<file path="config.mk">
export PLATFORM = sky130hd
export DESIGN_NAME = simple_fifo_adapter
export DESIGN_NICKNAME = d
export VERILOG_FILES = /design/src/rtl/simple_fifo_adapter.sv
export SDC_FILE = /design/constraint.sdc
export NUM_CORES = 2
export LEC_CHECK = 0
export CORE_ASPECT_RATIO = 0.7
export CORE_MARGIN = 1
export CORE_UTILIZATION = 60
export CTS_CLUSTER_SIZE = 25
export DETAILED_ROUTE_END_ITERATION = 6
export PLACE_DENSITY = 0.77
export RECOVER_POWER = 25
export SLEW_MARGIN = 20
export SYNTH_ARGS = -nofsm -noshare
export SYNTH_HDL_FRONTEND = slang
export SYNTH_SLANG_ARGS = --single-unit
export TNS_END_PERCENT = 10
</file>
<file path="constraint.sdc">
create_clock -name clk -period 31 [get_ports clk]
set_input_delay 6.2 -clock clk [delete_from_list [all_inputs] [get_ports clk]]
set_output_delay 6.2 -clock clk [all_outputs]
set_load 0.05 [all_outputs]
</file>
<file path="src/rtl/simple_fifo_adapter.sv">
// simple_fifo_adapter
// Single-clock FIFO that packs narrow write words into wide read words.
// Narrow words are collected little-end-first in a packer register. When the
// last slot arrives, the complete wide word goes straight into a
// 2**ADDR_WIDTH-entry memory. The read side only ever sees complete words.
// rd_dat is registered and appears one cycle after the read is accepted.
// DATA_OUT_WIDTH must be an integer multiple of DATA_IN_WIDTH.

module simple_fifo_adapter #(
  parameter int DATA_IN_WIDTH  = 16,
  parameter int DATA_OUT_WIDTH = 128,
  parameter int ADDR_WIDTH     = 4,
  parameter int FULL_SLACK     = 1
) (
  input  logic                      clk,
  input  logic                      rst,
  input  logic                      wr_ena,
  input  logic [DATA_IN_WIDTH-1:0]  wr_dat,
  output logic                      wr_full,
  input  logic                      rd_ena,
  output logic [DATA_OUT_WIDTH-1:0] rd_dat,
  output logic                      rd_empty,
  output logic [ADDR_WIDTH:0]       rd_dat_cnt
);

  localparam int RATIO = DATA_OUT_WIDTH / DATA_IN_WIDTH;
  localparam int DEPTH = 2 ** ADDR_WIDTH;
  localparam int IDX_W = (RATIO > 1) ? $clog2(RATIO) : 1;

  localparam logic [ADDR_WIDTH:0] DEPTH_CNT  = (ADDR_WIDTH + 1)'(DEPTH);
  localparam logic [ADDR_WIDTH:0] FULL_LEVEL = (ADDR_WIDTH + 1)'(DEPTH - FULL_SLACK);
  localparam logic [IDX_W-1:0]    LAST_IDX   = IDX_W'(RATIO - 1);

  // Wide word storage; deliberately not reset so it can map onto RAM
  logic [DATA_OUT_WIDTH-1:0] mem_q [DEPTH];

  logic [ADDR_WIDTH-1:0]     wrPtr_q, wrPtr_d;
  logic [ADDR_WIDTH-1:0]     rdPtr_q, rdPtr_d;
  logic [ADDR_WIDTH:0]       count_q, count_d;
  logic [IDX_W-1:0]          packIdx_q, packIdx_d;
  logic [DATA_OUT_WIDTH-1:0] packReg_q, packReg_d;
  logic [DATA_OUT_WIDTH-1:0] rdData_q, rdData_d;

  logic                      wrAccept;
  logic                      rdAccept;
  logic                      wordDone;
  logic [DATA_OUT_WIDTH-1:0] fullWord;

  // Handshake decisions are based on the registered count only; wr_full is advisory
  always_comb begin
    wrAccept = wr_ena && (count_q < DEPTH_CNT);
    rdAccept = rd_ena && (count_q != '0);
    wordDone = wrAccept && (packIdx_q == LAST_IDX);
  end

  // Completed word = already packed slots plus the word arriving this cycle in the top slot
  always_comb begin
    fullWord = packReg_q;
    fullWord[(RATIO-1)*DATA_IN_WIDTH +: DATA_IN_WIDTH] = wr_dat;
  end

  // Packer next state: drop the word into its slot, or restart after a completed word
  always_comb begin
    packReg_d = packReg_q;
    packIdx_d = packIdx_q;
    if (wordDone) begin
      packReg_d = '0;
      packIdx_d = '0;
    end else if (wrAccept) begin
      for (int k = 0; k < RATIO; k++) begin
        if (packIdx_q == IDX_W'(k)) begin
          packReg_d[k*DATA_IN_WIDTH +: DATA_IN_WIDTH] = wr_dat;
        end
      end
      packIdx_d = packIdx_q + 1'b1;
    end
  end

  // Pointer, occupancy and read-data next state
  always_comb begin
    wrPtr_d  = wrPtr_q;
    rdPtr_d  = rdPtr_q;
    count_d  = count_q;
    rdData_d = rdData_q;
    if (wordDone) begin
      wrPtr_d = wrPtr_q + 1'b1;
    end
    if (rdAccept) begin
      rdPtr_d  = rdPtr_q + 1'b1;
      rdData_d = mem_q[rdPtr_q];
    end
    case ({wordDone, rdAccept})
      2'b10:   count_d = count_q + 1'b1;
      2'b01:   count_d = count_q - 1'b1;
      default: count_d = count_q;
    endcase
  end

  // State registers; reset discards stored and partial data at once
  always_ff @(posedge clk or negedge rst) begin
    if (!rst) begin
      wrPtr_q   <= '0;
      rdPtr_q   <= '0;
      count_q   <= '0;
      packIdx_q <= '0;
      packReg_q <= '0;
      rdData_q  <= '0;
    end else begin
      wrPtr_q   <= wrPtr_d;
      rdPtr_q   <= rdPtr_d;
      count_q   <= count_d;
      packIdx_q <= packIdx_d;
      packReg_q <= packReg_d;
      rdData_q  <= rdData_d;
    end
  end

  // Memory write of a completed word. A write can never target the slot being
  // read, because a completion needs count < DEPTH.
  always_ff @(posedge clk) begin
    if (wordDone) begin
      mem_q[wrPtr_q] <= fullWord;
    end
  end

  assign rd_dat     = rdData_q;
  assign rd_dat_cnt = count_q;
  assign rd_empty   = (count_q == '0);
  assign wr_full    = (count_q >= FULL_LEVEL);

endmodule

</file>
==> impl_results.md <==
- Power density over the cells: around 96 mW/mm²
- Status: completed
- Total Nets Final: 4157
- CTS tree: yes
- Post-synthesis simple-gate area fraction: 0.859%
- Most frequent cells in the layout: 2048 x edfxtp_1, 512 x mux4_2, 253 x dfrtp_1
- I/O pins: 155
- YS warnings: 0
- Final min period: between 10 and 15 ns
- Maxcap violations: 0
- Clk_skew: 0.0364 ns
- Share of cells above drive strength 1: 29.3%
- Clk buf depth: 3
- Setup TNS: 0 ns
- Synth Area in Adders: 0.238%
- Grt total ovfl: 0
- Final Hold Fails: 0
- Die area: 0.147 mm²
- GPL Wtd Cong: 0.779
- Die Width: 457 µm
- Vias in the first global route: approximately 42000
- Fin crit share: between 30 and 40%
- Fin worst setup slack: between 20 and 25 ns
- Post_cts resized: 0
- R2R setup slack: 26.38 ns
- DR pass1 iterations: 6
- Worst R2R Path Depth: 7
- DRC viols: 0
- CP Class: in -> reg
- Maximum clock frequency: 0.0990 GHz
- CTS buffer count: 199
- Leak Pwr: 31.2 nW
- Prevailing post-synth register cell: edfxtp_1
- First-pass GRT wire length: approximately 290000 µm
- Post-route ant nets: 0
- Reg area: 0.0679 mm²
- Worst Tran Pin Value: 1.15 ns
- Hold Crit Class: reg -> reg
- Area Growth Syn to Fin: 11.6%
- Synthesized flop and latch total: 2304
- Mapped Area: 0.0871 mm²
- Clock root buffer: clkbuf_16
- Area share of xor/xnor cells in the synthesized design: 0.101%
- Mapped Avg Cell Area: roughly 22 µm²
- Fin util: 67.8%
- Max VDD drop: 0.0000870 V
- Post-CTS Setup Inserts: 0
- # port buffers: 154
- Starting DRT DRC Count: 5286
- H-tree Lvls: 4
- Unrepaired setup endpoints after global routing: false
- Crit path DAT: 10.56 ns
- Setup slack at placement: roughly 20 ns
- Final WL: approximately 200000 µm
- Total clock sinks: 2304
- Rows: 116
- Area of the multi-input gates: 0.0181 mm²
- Worst r2r src: rd_dat_cnt[4]
- Critical Path Source Type: input port
- Commonest non-fill, non-tap cell in the layout: edfxtp_1
- Crit path to: mem_q[5][117]
- Post-synthesis sequential area ratio: 77.9%
- Pin count of the biggest net entering global routing: ~130
- WP data required: 31.46 ns
- Slew headroom: 23.5%
- Via Count: roughly 41000
- Critical Path Source: wr_ena
- Avg Vias per Cell: 6.67
- CP max FO: 35
- Post-detail-place hpwl: a little over 100000 µm
- EDFF count, synth: 2048
- Asr flop ratio synth: 11.1%
- Mapped Cells: 3905
- Antenna violations before repair: 7
- Core area: 0.144 mm²
- Distinct cell type count after synthesis: approximately 40
- Syn nets: 3941
- CP endpoint kind: register
- Hold Buf Count CTS: 0
- Mean routed wirelength per cell: 31.8 µm
- Die Span Y: between 300 and 400 µm
- Starting Density: between 60 and 70%
- FILL cells: 8400
- Post-synthesis compound-gate area fraction: 4.50%
- GRT Total Usage: 27.3%
- Mux contribution to synthesized area: 14.9%
- Clk_lat worst skew: 0.84 ns
- Max Slew Vio Count: 0
- Setup-failing EPs final: 0
- Main combinational cell family by area after synthesis: multiplexers
- Reg-to-reg endpoint: mem_q[5][117]
- Reg clk slew, reported paths: 0.06 ns
[worst min-delay path by stage]
stage / from / end / slack [ns] / depth (start not counted)
floorplan: wrPtr_q[1] / wrPtr_q[3] / 0.57 / 2
global placement: rd_dat[113] / rd_dat[113] / 0.55 / 2
detailed placement: rd_dat[122] / rd_dat[122] / 0.56 / 2
CTS: rd_dat[122] / rd_dat[122] / 0.58 / 2
global route: rd_dat[75] / rd_dat[75] / 0.60 / 2
finish: rd_dat[75] / rd_dat[75] / 0.57 / 2
[logic make-up after synthesis]
logic type,after synthesis
fa+ha+maj,16
buf+inv,238
compound gates,516
simple gates,180
xor+xnor,10
flops,2304
mux,641
[where the power goes]
group	switching (mW)	internal (mW)	total, mW	leakage (nW)
registers	0.493	3.85	4.35	21.6
clock network	1.11	1.37	2.48	3.19
logic	1.39	1.11	2.49	6.45
[per-stage QoR]
step / instance area [µm²] / instances / hold WS, ns / total power [mW]
5_1_grt: 97300 / 6185 / 0.597 / 9.63
2_1_floorplan: 87100 / 3905 / 0.573 / 6.04
6_report: 97300 / 6187 / 0.573 / 9.31
3_5_place_dp: 90700 / 5805 / 0.563 / 6.87
4_1_cts: 97200 / 6181 / 0.577 / 9.34
3_3_place_gp: 90700 / 5805 / 0.554 / 6.82
[synthesized netlist by cell type (54+ instances only)]
cell type  number  area [µm²]
mux4_2        512       11500
o21ai_1        70         350
a21oi_2       100         876
edfxtp_1     2048       61500
o22ai_1       156         976
dfrtp_1       256        6410
o21ai_0        54         270
buf_2         108         541
mux2_2        128        1440
o22ai_2       100        1250
nand2_1       141         529
clkbuf_1       97         364
[layer usage]
metal	GRT usage (%)	vias to the layer above	routed length, µm
met5	0	-	0
met4	7.59	0	4580
met3	5.75	286	20400
met2	41.7	2379	92800
met1	40.7	21900	78900
li1	-	16800	-
[cell type report]
| type | instances | area share [%] |
|---|---|---|
| Inverter | 10 | 0.0386 |
| Antenna cell | 3 | 0.00772 |
| Timing Repair Buffer | 243 | 2.37 |
| Clock buffer | 288 | 5.82 |
| Sequential cell | 2304 | 69.8 |
| Multi-Input combinational cell | 1363 | 18.6 |
| Clock inverter | 88 | 0.886 |
| Tap cell | 1888 | 2.43 |
[critical path, stage by stage]
cell and delay, ns:
clkdlybuf4s50_1 0.62, nor2b_1 0.83, and2_1 0.50, nand2_1 0.31, nor2_4 0.75, buf_4 0.68
buf_4 0.60
[flip-flops by register name, summed over array words and instances (netlist names)]
name        count
packIdx_q       3
wrPtr_q         4
packReg_q     112
rd_dat_cnt      5
mem_q        2048
rd_dat        128
rdPtr_q         4
No activity file was read; power rests on OpenSTA's default activity.
